<file path="config.mk">
export PLATFORM = sky130hd
export DESIGN_NAME = vset_encode
export DESIGN_NICKNAME = d
export VERILOG_FILES = /design/src/rtl/vset_encode.sv
export SDC_FILE = /design/constraint.sdc
export NUM_CORES = 1
export LEC_CHECK = 0
export CAP_MARGIN = 10
export CELL_PAD_IN_SITES_DETAIL_PLACEMENT = 1
export CELL_PAD_IN_SITES_GLOBAL_PLACEMENT = 1
export CORE_MARGIN = 4
export CORE_UTILIZATION = 39
export CTS_CLUSTER_DIAMETER = 200
export DETAILED_ROUTE_END_ITERATION = 16
export PLACE_DENSITY = 0.85
export SLEW_MARGIN = 30
export SYNTH_ARGS = -nofsm -noshare
export SYNTH_HDL_FRONTEND = slang
export SYNTH_SLANG_ARGS = --single-unit
</file>
<file path="constraint.sdc">
create_clock -name clk -period 4.5 [get_ports clk]
set_input_delay 0.675 -clock clk [delete_from_list [all_inputs] [get_ports clk]]
set_output_delay 0.675 -clock clk [all_outputs]
set_load 0.03 [all_outputs]
</file>
<file path="src/rtl/vset_encode.sv">
// vset_encode: vsetvl-style configuration encoder.
// A request (sew, lmul, avl) is captured in IDLE, encoded in ENC, and the
// granted vector length is computed in CALC. The result is held in RESP until
// the consumer takes it. vtype_q / vl_q hold the persistent configuration.
// Optional feature: define VSET_AVL_KEEP_EN to add the avl_keep input, which
// reuses the current vl_q in place of avl.
module vset_encode #(
    parameter int unsigned VLEN = 256,
    parameter int unsigned VL_W = $clog2(2 * VLEN) + 1
) (
    input  logic            clk,
    input  logic            rst,
    input  logic            req_valid,
    output logic            req_ready,
    input  logic [7:0]      sew_in,
    input  logic [4:0]      lmul_in,
    input  logic [31:0]     avl,
`ifdef VSET_AVL_KEEP_EN
    input  logic            avl_keep,
`endif
    output logic            rsp_valid,
    input  logic            rsp_ready,
    output logic [6:0]      vtype_out,
    output logic [VL_W-1:0] vl_out,
    output logic [6:0]      vtype_q,
    output logic [VL_W-1:0] vl_q
);

    // Wide enough to hold VLEN shifted left by the largest lmul encoding (4).
    localparam int unsigned SH_W = $clog2(VLEN) + 5;
    localparam logic [6:0]  VTYPE_ILL = 7'b1000000;

    typedef enum logic [1:0] {
        S_IDLE,
        S_ENC,
        S_CALC,
        S_RESP
    } state_t;

    state_t state, state_nxt;

    logic [7:0]      sew_r;
    logic [4:0]      lmul_r;
    logic [31:0]     avl_r;

    logic [2:0]      sew_enc_r;
    logic [2:0]      lmul_enc_r;
    logic            vill_r;

    logic [2:0]      sew_enc_c;
    logic [2:0]      lmul_enc_c;
    logic            vill_c;

    logic [SH_W-1:0] vlen_ext;
    logic [2:0]      sew_shift;
    logic [SH_W-1:0] vlmax_full;
    logic [VL_W-1:0] vlmax;
    logic [VL_W-1:0] vl_c;
    logic [6:0]      vtype_c;

    logic            accept;
    logic [31:0]     avl_src;

    assign accept = req_valid && (state == S_IDLE);

`ifdef VSET_AVL_KEEP_EN
    // Keeping vl routes the current vl_q through the same min() path as avl.
    assign avl_src = avl_keep ? 32'(vl_q) : avl;
`else
    assign avl_src = avl;
`endif

    // State register.
    always_ff @(posedge clk or posedge rst) begin
        if (rst) begin
            state <= S_IDLE;
        end else begin
            state <= state_nxt;
        end
    end

    // Next-state logic and handshake outputs.
    always_comb begin
        state_nxt = state;
        req_ready = 1'b0;
        rsp_valid = 1'b0;
        case (state)
            S_IDLE: begin
                req_ready = 1'b1;
                if (req_valid) begin
                    state_nxt = S_ENC;
                end
            end
            S_ENC: begin
                state_nxt = S_CALC;
            end
            S_CALC: begin
                state_nxt = S_RESP;
            end
            S_RESP: begin
                rsp_valid = 1'b1;
                if (rsp_ready) begin
                    state_nxt = S_IDLE;
                end
            end
            default: begin
                state_nxt = S_IDLE;
            end
        endcase
    end

    // Request capture on the accepting edge.
    always_ff @(posedge clk or posedge rst) begin
        if (rst) begin
            sew_r  <= '0;
            lmul_r <= '0;
            avl_r  <= '0;
        end else if (accept) begin
            sew_r  <= sew_in;
            lmul_r <= lmul_in;
            avl_r  <= avl_src;
        end
    end

    // sew / lmul encoding; any unsupported value flags vill.
    always_comb begin
        sew_enc_c  = '0;
        lmul_enc_c = '0;
        vill_c     = 1'b0;
        case (sew_r)
            8'd8:    sew_enc_c = 3'b000;
            8'd16:   sew_enc_c = 3'b001;
            8'd32:   sew_enc_c = 3'b010;
            8'd64:   sew_enc_c = 3'b011;
            8'd128:  sew_enc_c = 3'b100;
            default: vill_c    = 1'b1;
        endcase
        case (lmul_r)
            5'd1:    lmul_enc_c = 3'b000;
            5'd2:    lmul_enc_c = 3'b001;
            5'd4:    lmul_enc_c = 3'b010;
            5'd8:    lmul_enc_c = 3'b011;
            5'd16:   lmul_enc_c = 3'b100;
            default: vill_c     = 1'b1;
        endcase
        if (vill_c) begin
            sew_enc_c  = '0;
            lmul_enc_c = '0;
        end
    end

    // Encoded fields are registered in ENC for use in CALC.
    always_ff @(posedge clk or posedge rst) begin
        if (rst) begin
            sew_enc_r  <= '0;
            lmul_enc_r <= '0;
            vill_r     <= 1'b1;
        end else if (state == S_ENC) begin
            sew_enc_r  <= sew_enc_c;
            lmul_enc_r <= lmul_enc_c;
            vill_r     <= vill_c;
        end
    end

    // VLMAX by shifts and vl = min(avl, VLMAX) with a full 32-bit compare.
    always_comb begin
        vlen_ext   = SH_W'(VLEN);
        sew_shift  = sew_enc_r + 3'd3;
        vlmax_full = (vlen_ext << lmul_enc_r) >> sew_shift;
        vlmax      = vlmax_full[VL_W-1:0];
        vl_c       = vlmax;
        vtype_c    = {1'b0, sew_enc_r, lmul_enc_r};
        if (avl_r < 32'(vlmax)) begin
            vl_c = avl_r[VL_W-1:0];
        end
        if (vill_r) begin
            vl_c    = '0;
            vtype_c = VTYPE_ILL;
        end
    end

    // Result and persistent configuration update on the CALC->RESP edge.
    always_ff @(posedge clk or posedge rst) begin
        if (rst) begin
            vtype_out <= VTYPE_ILL;
            vl_out    <= '0;
            vtype_q   <= VTYPE_ILL;
            vl_q      <= '0;
        end else if (state == S_CALC) begin
            vtype_out <= vtype_c;
            vl_out    <= vl_c;
            vtype_q   <= vtype_c;
            vl_q      <= vl_c;
        end
    end

endmodule

</file>
; ---- Word-level counts from Yosys, hierarchy flattened
; Index checks and enable logic that the tools add are counted.
[totals]
input_bits = 49
ff_bits = 71
wordCells = 47
[op_classes]
eq_ne = 15
n_shift = 2
n_reduce_logical = 5
magnitude_cmp = 1
add_sub_neg = 1
mux = 14
[op_table]
columns = cell, n
row1 = $lt 32x10->1, 1
row2 = $pmux 3 s4, 2
row3 = $mux 10, 2
row4 = $shl 9x3->13 const A, 1
row5 = $shr 13x3->10, 1
row6 = $reduce_or 5->1, 2
row7 = $eq 8x4->1 const B, 1
row8 = $eq 8x5->1 const B, 1
row9 = $eq 8x6->1 const B, 1
row10 = $eq 8x7->1 const B, 1
row11 = $eq 8x8->1 const B, 1
row12 = $pmux 2 s4, 1
row13 = $mux 7, 1
row14 = $mux 3, 2
row15 = $eq 5x1->1 const B, 1
row16 = $eq 5x2->1 const B, 1
row17 = $eq 5x3->1 const B, 1
row18 = $eq 5x4->1 const B, 1
row19 = $eq 5x5->1 const B, 1
row20 = $eq 2x2->1 const B, 2
row21 = $mux 1, 4
row22 = $mux 2, 2
row23 = $ne 2x2->1 const B, 2
row24 = $add 3x2->3 const B, 1
row25 = other kinds (4), 4

; ---- Longest topological paths before layout
; Gate-level depths: netlist (run 1).
[depth]
word_depth = 5
ltp_mapped = 15

; ---- Worst setup path after synthesis (run 1)
; No wires, ideal clock.
[synth_timing]
kind = register to register
start = register sew_enc_r[0]
end = register vl_out[2]
stages_incl_launch_ff = 13
setup_ps = 131
t_arrival_ps = 3390
n_path_buf = 3
required_ps = 4369
slack_ps = 980
synth_period_minus_slack_ps = 3520
path_cell_list = dfrtp_1 > clkbuf_1 > inv_1 > ha_1 > clkbuf_1 > or4_4 > a211o_1 > ha_1 > nand3_1 > or4_1 > buf_6 > a41oi_1 > o21ai_0
[synth_via]
elab_chain_cells = 5
[synth_lines]
columns = element, line
row1 = from (decl), 46  ; logic [2:0] sew_enc_r;
row2 = from (signal assigned), 159  ; sew_enc_r <= sew_enc_c;
row3 = $add 3x2->3 (*), 168  ; sew_shift = sew_enc_r + 3'd3;
row4 = $shr 13x3->10 (*), 169  ; vlmax_full = (vlen_ext << lmul_enc_r) >> sew_shift;
row5 = $lt 32x10->1, 173  ; if (avl_r < 32'(vlmax)) begin
row6 = $mux 10 (*), 173
row7 = $mux 10 (*), 176  ; if (vill_r) begin
row8 = to (signal assigned), 191  ; vl_out <= vl_c;
row9 = to (decl), 24  ; output logic [VL_W-1:0] vl_out,
; Mark *: on every way between the ends. The rest lies on a longest branch, timed or not.
; A chain may end at the register's enable or synchronous reset.

; ---- Worst setup path after layout (run 1)
[layout_timing]
start = register sew_enc_r[0]
end = register vl_out[5]
; Same word-level chain as after synthesis.

==> load_flow_metrics.sql, run 1 <==
INSERT INTO impl_metrics (metric_group, metric, value, unit) VALUES
('clock_tree', 'clk_transition_reported_paths', '70', 'ps'),
('logic_synthesis', 'synth_cell_types', '57', ''),
('floorplanning', 'num_io_pins', '85', ''),
('drt', 'num_vias', '2768', ''),
('placed_design', 'place.port_buffers', '84', ''),
('drt', 'detail_routed_net_length_per_standard_cell', '17.5', 'um'),
('drt', 'via_to_cell_ratio', '5.36', ''),
('clock_tree', 'cts.repair_timing.setup_buffer_count', '0', ''),
('global_routing', 'grt_pass1_vias', '2909', ''),
('logic_synthesis', 'synth_enable_flop_cells', '0', ''),
('logic_synthesis', 'yosys_warnings', '0', ''),
('logic_synthesis', 'async_reset_ff_share', '100', '%'),
('final_layout', 'drive_gt1_share', '18.6', '%'),
('sta', 'timing.final.max_slew_violations', '0', ''),
('floorplanning', 'core_area', '0.00924', 'sq mm'),
('drt', 'detailedRoute.firstIterationViolations', '129', ''),
('critical_path', 'crit_path_end_kind', 'flip-flop', ''),
('sta', 'worst_clock_skew', '10.9', 'ps'),
('drt', 'drt_drc_violations_left', '0', ''),
('critical_path', 'r2r-start', 'sew_enc_r[0]', ''),
('clock_tree', 'cts_tree', 'built', ''),
('worst_hold_path', 'hp-class', 'flip-flop to flip-flop', ''),
('run', 'timing.max_cap.violations', '0', ''),
('final_layout', 'final_cell_count_no_fill', '516', ''),
('drt', 'wirelength', '9040', 'um'),
('critical_path', 'critical_path_class', 'flip-flop to flip-flop', ''),
('drt', 'final_antenna_net_count', '0', ''),
('sta', 'worst-slew-pin-transition', '771', 'ps'),
('sta', 'tns', '0', 'ps'),
('global_routing', 'grt_util_all_layers', '17.0', '%'),
('floorplanning', 'die_width', '105', 'um'),
('clock_tree', 'postCtsHoldBufs', '0', ''),
('critical_path', 'timing.critical_path.from_type', 'flip-flop', ''),
('placed_design', 'placement.cell_area', '0.00451', 'sq mm'),
('power', 'total_power', '2.54', 'mW'),
('placed_design', 'gp_congestion', '0.848', ''),
('final_layout', 'fin_util', '51.8', '%'),
('global_routing', 'grt-ovfl-total', '0', ''),
('drt', 'drtPass1Iterations', '4', ''),
('logic_synthesis', 'syn-mean-instance-area', '11.6', 'sq um'),
('critical_path', 'worstPathRequired', '4690', 'ps'),
('critical_path', 'arrival', '4120', 'ps'),
('clock_tree', 'worst_skew_pair.late_latency', '350', 'ps'),
('run_status', 'outcome', 'complete, no violations', ''),
('final_layout', 'post-route-cell-area', '0.00479', 'sq mm'),
('floorplanning', 'die_height', '105', 'um'),
('final_layout', 'antennaDiodeCount', '0', ''),
('sta', 'final.period_utilization', '87.2', '%'),
('final_layout', 'area_growth', '29.5', '%'),
('logic_synthesis', 'synth_area', '0.00370', 'sq mm'),
('sta', 'timing.final.hold_violations', '0', ''),
('clock_tree', 'clock_tree.root_cell', 'sky130_fd_sc_hd__clkbuf_8', ''),
('logic_synthesis', 'synth_flop_cell', 'sky130_fd_sc_hd__dfrtp_1', ''),
('sta', 'final.setup.worst_slack', '576', 'ps'),
('clock_tree', 'clk_path_buf_depth', '2', ''),
('sta', 'finalHoldWorstSlack', '510', 'ps'),
('clock_tree', 'cts_buffers', '9', ''),
('logic_synthesis', 'net_count_of_the_mapped_netlist', '381', ''),
('final_layout', 'layout.cells.most_common', 'sky130_fd_sc_hd__clkdlybuf4s50_1', ''),
('clock_tree', 'clkSinkCount', '71', ''),
('final_layout', 'fillCellCount', '992', ''),
('floorplanning', 'initial_utilization', '40.0', '%'),
('floorplanning', 'die-area', '0.0111', 'sq mm'),
('final_layout', 'fin_nets', '444', ''),
('final_layout', 'most-common-layout-cells', 'sky130_fd_sc_hd__clkdlybuf4s50_1 (84), sky130_fd_sc_hd__dfrtp_1 (69), sky130_fd_sc_hd__mux2_2 (46)', ''),
('logic_synthesis', 'synth_sequential_area_ratio', '48.1', '%'),
('sta', 'final.min_clock_period', '3920', 'ps'),
('sta', 'setup_violations', '0', ''),
('global_routing', 'grt_start_max_net_pins', '46', ''),
('sta', 'achievable-frequency', '255', 'MHz'),
('clock_tree', 'post_cts.resized_instances', '0', '');
worst max-delay path, cell delays in order, from the launching register on:
cell and delay (ps):
sky130_fd_sc_hd__dfrtp_1 570, sky130_fd_sc_hd__inv_1 220, sky130_fd_sc_hd__ha_1 530, sky130_fd_sc_hd__nor4bb_1 430, sky130_fd_sc_hd__a311oi_1 90, sky130_fd_sc_hd__a211o_1 260
sky130_fd_sc_hd__ha_1 320, sky130_fd_sc_hd__nand3_1 170, sky130_fd_sc_hd__or4_1 770, sky130_fd_sc_hd__a21boi_1 270, sky130_fd_sc_hd__o32ai_1 130
cell usage after synthesis, types with 2 or more instances:
cell                        count  area [sq um]
sky130_fd_sc_hd__o32a_1         3          30.0
sky130_fd_sc_hd__ha_1          13           163
sky130_fd_sc_hd__inv_1         15          56.3
sky130_fd_sc_hd__o2bb2ai_1      4          35.0
sky130_fd_sc_hd__o32ai_1        6          52.6
sky130_fd_sc_hd__dfrtp_1       69          1730
sky130_fd_sc_hd__or4_1          2          15.0
sky130_fd_sc_hd__xnor2_1        3          26.3
sky130_fd_sc_hd__nor2b_1        3          18.8
sky130_fd_sc_hd__a21boi_1       2          15.0
sky130_fd_sc_hd__nand2_1       14          52.6
sky130_fd_sc_hd__a41oi_1        2          17.5
sky130_fd_sc_hd__nand3_1        5          25.0
sky130_fd_sc_hd__o311ai_0       2          17.5
sky130_fd_sc_hd__nor3b_1        3          22.5
sky130_fd_sc_hd__a21oi_1        6          30.0
sky130_fd_sc_hd__nor3_1         7          35.0
sky130_fd_sc_hd__o21ai_0        6          30.0
sky130_fd_sc_hd__mux2i_1        2          20.0
sky130_fd_sc_hd__dfstp_2        2          52.6
sky130_fd_sc_hd__a211o_1        2          17.5
sky130_fd_sc_hd__nand3b_1       3          22.5
sky130_fd_sc_hd__o21a_1         3          22.5
sky130_fd_sc_hd__and2_1         2          12.5
sky130_fd_sc_hd__buf_2          2          10.0
sky130_fd_sc_hd__nand4_1        9          56.3
sky130_fd_sc_hd__o211ai_1       2          15.0
sky130_fd_sc_hd__or3_1          3          18.8
sky130_fd_sc_hd__mux2_2        46           518
sky130_fd_sc_hd__xor2_1         5          43.8
sky130_fd_sc_hd__buf_4         17           128
sky130_fd_sc_hd__nor4_1         6          37.5
sky130_fd_sc_hd__a311oi_1       2          17.5
sky130_fd_sc_hd__o31ai_1        3          22.5
sky130_fd_sc_hd__clkbuf_1      12          45.0
sky130_fd_sc_hd__buf_6          2          22.5
sky130_fd_sc_hd__nor2_1         9          33.8
sky130_fd_sc_hd__nand2b_1       2          12.5
sky130_fd_sc_hd__o22ai_1        2          12.5
registers in the layout, summed over array words and instances (netlist names):
register / cells
sew_r: 8
lmul_enc_r: 3
vtype_q: 7
vill_r: 1
avl_r: 32
vl_out: 10
sew_enc_r: 3
lmul_r: 5
state: 2
routing by layer:
layer	vias up	part of all wire (%)	global-route usage, %	wire [um]
li1	1292	-	-	-
met3	14	5.2	4.47	466
met5	-	0	0	0
met1	1396	44	21.8	4000
met2	66	49	28.3	4440
met4	0	1.4	4.59	123
power by group:
part / switching (mW) / leakage [nW] / internal [mW]
Sequential: 0.200 / 0.884 / 0.861
Clock: 0.245 / 0.136 / 0.455
Combinational: 0.363 / 0.887 / 0.419
final timing paths:
kind,depth (start not counted),end,slack [ps]
setup reg to reg,10,vl_out[5],580
min in group asynchronous,2,sew_r[0],800
hold / removal,1,sew_r[2],510
setup / recovery,10,vl_out[5],580
hold reg to reg,1,sew_r[2],510
max in group asynchronous,3,vl_out[7],2750
cell families after synthesis:
group                      Yosys count  share of synthesized area, %
adders and majority gates           13                          4.40
muxes                               48                          14.6
DFF                                 71                          48.1
xor gates and xnor gates             9                          2.34
AOI/OAI and AO/OA                   54                          11.3
buffers and inverters               48                          7.07
and+or+nand+nor                     76                          12.2
cell type report:
type | instances | area, sq um | share of cell area, %
repair buffers | 85 | 848 | 17.7
flip-flops and latches | 71 | 1780 | 37.2
well taps | 129 | 161 | 3.37
clock inverters | 5 | 128 | 2.67
inverters | 15 | 56.3 | 1.18
multi-input cells | 200 | 1660 | 34.7
clock buffers | 11 | 151 | 3.16
No activity file was read; power rests on OpenSTA's default activity.
==> inputs of run 2 (changes only) <==
ABC_AREA = 0   (was unset)
GPL_TIMING_DRIVEN = 0   (was unset)
==> run 2 against run 1 <==
  * Sequential cell count unchanged
  * Worst setup slack got worse by 170 ps
  * First-iteration DRC count decreased by 3.1%
  * Design area increased by 2.9%
  * Clock skew about the same
  * Register-to-register slack got worse by 170 ps
  * Clock power decreased by 29%
  * Via count increased by 3.7%
  * Combinational power increased by 4.5%
  * Utilization increased by 1.5 points
  * Fmax decreased by 4.1%
==> load_flow_metrics.sql, run 2 (synthesis gave the netlist of run 1 again) <==
INSERT INTO impl_metrics (metric_group, metric, value, unit) VALUES
('power', 'total_power', '2.36', 'mW'),
('placed_design', 'gp_congestion', '0.870', ''),
('drt', 'm1WireLength', '4000', 'um'),
('final_layout', 'antennaDiodeCount', '0', ''),
('clock_tree', 'clock_tree.root_cell', 'sky130_fd_sc_hd__clkbuf_8', ''),
('final_layout', 'largestRegisters', 'avl_r x32, vl_out x10, sew_r x8', ''),
('final_layout', 'largest_register', 'avl_r', ''),
('floorplanning', 'die_height', '105', 'um'),
('run', 'timing.max_cap.violations', '0', ''),
('global_routing', 'grt_first_pass_wirelength', '15500', 'um'),
('final_layout', 'layout.cells.most_common', 'sky130_fd_sc_hd__clkdlybuf4s50_1', ''),
('clock_tree', 'htree_num_levels', '3', ''),
('sta', 'achievable-frequency', '244', 'MHz'),
('global_routing', 'antenna_found_initial', '0', ''),
('placed_design', 'place.port_buffers', '84', ''),
('drt', 'drt_drc_violations_left', '0', ''),
('clock_tree', 'cts.repair_timing.setup_buffer_count', '0', ''),
('power', 'leakage', '1.99', 'nW'),
('floorplanning', 'rows', '35', ''),
('worst_hold_path', 'hp-class', 'flip-flop to flip-flop', ''),
('drt', 'route.met2.wl', '4750', 'um'),
('sta', 'setup_violations', '0', ''),
('final_layout', 'fillCellCount', '996', ''),
('critical_path', 'critical_path_class', 'flip-flop to flip-flop', ''),
('clock_tree', 'clkSinkCount', '71', ''),
('global_routing', 'grt_pass1_vias', '3120', ''),
('drt', 'wirelength', '9340', 'um'),
('placed_design', 'place.detailed.hpwl', '7180', 'um'),
('critical_path', 'path_buf_inv', '3', ''),
('run_status', 'outcome', 'complete, no violations', ''),
('critical_path', 'cpMaxStageDelayCell', 'sky130_fd_sc_hd__or4_1', ''),
('critical_path', 'crit_path_end_kind', 'flip-flop', ''),
('global_routing', 'grt-ovfl-total', '0', ''),
('sta', 'timing.final.max_slew_violations', '0', ''),
('drt', 'met3_length', '484', 'um'),
('final_layout', 'drive_gt1_share', '22.7', '%'),
('sta', 'final.min_clock_period', '4090', 'ps'),
('global_routing', 'grt_util_all_layers', '17.2', '%'),
('clock_tree', 'post_cts.resized_instances', '0', ''),
('final_layout', 'fin_util', '53.3', '%'),
('clock_tree', 'cts_tree', 'built', ''),
('sta', 'worst-slew-pin-transition', '723', 'ps'),
('clock_tree', 'clk_transition_reported_paths', '90', 'ps'),
('clock_tree', 'postCtsHoldBufs', '0', ''),
('sta', 'slew_headroom', '51.8', '%'),
('power', 'power_density', '479', 'mW/mm^2'),
('critical_path', 'cpMostUsedCell', 'sky130_fd_sc_hd__ha_1', ''),
('clock_tree', 'cts_buffers', '9', ''),
('critical_path', 'arrival', '4400', 'ps'),
('clock_tree', 'clk_path_buf_depth', '2', ''),
('drt', 'final_antenna_net_count', '0', ''),
('floorplanning', 'core_area', '0.00924', 'sq mm'),
('floorplanning', 'die-area', '0.0111', 'sq mm'),
('final_layout', 'most-common-layout-cells', 'sky130_fd_sc_hd__clkdlybuf4s50_1 (84), sky130_fd_sc_hd__dfrtp_1 (69), sky130_fd_sc_hd__mux2_2 (46)', ''),
('sta', 'timing.final.hold_violations', '0', ''),
('floorplanning', 'die_width', '105', 'um'),
('final_layout', 'area_growth', '33.2', '%'),
('clock_tree', 'worst_skew_pair.late_latency', '360', 'ps'),
('drt', 'via_to_cell_ratio', '5.24', ''),
('drt', 'detailedRoute.firstIterationViolations', '125', ''),
('global_routing', 'grt_start_max_net_pins', '48', ''),
('sta', 'tns', '0', 'ps'),
('drt', 'top_signal_layer_used', 'met4', ''),
('drt', 'drtPass1Iterations', '4', ''),
('critical_path', 'worstPathRequired', '4810', 'ps'),
('final_layout', 'fin_nets', '476', ''),
('critical_path', 'timing.critical_path.from_type', 'flip-flop', ''),
('critical_path', 'cp_slowest_stage_delay', '600', 'ps'),
('drt', 'detail_routed_net_length_per_standard_cell', '17.0', 'um'),
('critical_path', 'crit_path_max_fanout', '10', ''),
('sta', 'final.period_utilization', '90.9', '%'),
('floorplanning', 'initial_utilization', '40.0', '%'),
('placed_design', 'placement.cell_area', '0.00473', 'sq mm'),
('sta', 'worst_clock_skew', '10.5', 'ps'),
('critical_path', 'worstPathCellList', 'clkbuf_1, inv_1, ha_1, nor4bb_2, a311oi_1, a211o_1, ha_1, nand3_1, or4_1, buf_6, a211oi_2, a221o_1', ''),
('floorplanning', 'num_io_pins', '85', ''),
('critical_path', 'worst_path_dominant_cell_family', 'simple AND/OR/NAND/NOR gates', ''),
('sta', 'rsz_0062_raised_after_global_routing', 'no', ''),
('final_layout', 'post-route-cell-area', '0.00492', 'sq mm'),
('drt', 'num_vias', '2870', ''),
('power', 'vdd_drop_max', '0.214', 'mV'),
('final_layout', 'largest_register_ff_count', '32', '');
-- run 2: cell count changes in the layout (fill, tap and decap cells not counted), moves of 2 or more --
cell	previous run	this run
sky130_fd_sc_hd__buf_2	0	2
sky130_fd_sc_hd__buf_4	1	17
sky130_fd_sc_hd__buf_6	0	2
sky130_fd_sc_hd__bufinv_16	4	0
sky130_fd_sc_hd__clkbuf_1	0	11
sky130_fd_sc_hd__clkbuf_8	11	9
sky130_fd_sc_hd__inv_6	0	6
-- run 2: final cells by class --
class	count	area, sq um	share of cell area [%]
flip-flops and latches	71	1780	36.1
multi-input cells	200	1670	33.9
repair buffers	85	868	17.6
plain buffers	32	201	4.09
well taps	129	161	3.28
clock buffers	9	124	2.52
clock inverters	7	60.1	1.22
inverters	15	58.8	1.19
-- run 2: per-stage QoR --
stage               worst slack (ps)  hold slack [ps]  instances
global placement                 439              491        532
floorplan                        980              480        319
CTS                              241              517        549
global route                     144              538        548
finish                           409              515        548
detailed placement               315              495        533
-- run 2: per-layer routing --
metal	track usage, %	vias up
met4	4.97	0
met5	0	-
met3	4.78	9
met1	20.9	1430
li1	-	1358
met2	29.9	73
-- run 2: path summary, 6_finish.rpt --
| kind | startpoint | to | slack, ps | depth (start not counted) |
|---|---|---|---|---|
| max in group asynchronous | rst | avl_r[0] | 3330 | 3 |
| hold / removal | avl_r[11] | avl_r[11] | 510 | 1 |
| setup / recovery | sew_enc_r[0] | vl_out[6] | 410 | 12 |
| hold reg to reg | avl_r[11] | avl_r[11] | 510 | 1 |
| setup reg to reg | sew_enc_r[0] | vl_out[6] | 410 | 12 |
| min in group asynchronous | rst | state[0] | 640 | 2 |
-- run 2: power by group --
group | internal, mW | switching [mW]
Clock | 0.212 | 0.283
Combinational | 0.429 | 0.389
Sequential | 0.861 | 0.184
Total | 1.50 | 0.856
-- run 2: worst reg2reg max path: cells and delay by family (launching register included) --
kind,cells,cell delay (ps)
buffers and inverters,3,790
AND/OR/NAND/NOR,3,1220
flip-flops,1,370
adder cells (fa/ha/maj),2,890
AO/OA/AOI/OAI,4,760
==> inputs of run 3 (changes only) <==
GPL_ROUTABILITY_DRIVEN = 1   (was unset)
SKIP_LAST_GASP = 1   (was unset)
==> results of run 3 <==
Final layout, timing and power as in run 2 (identical DEF).
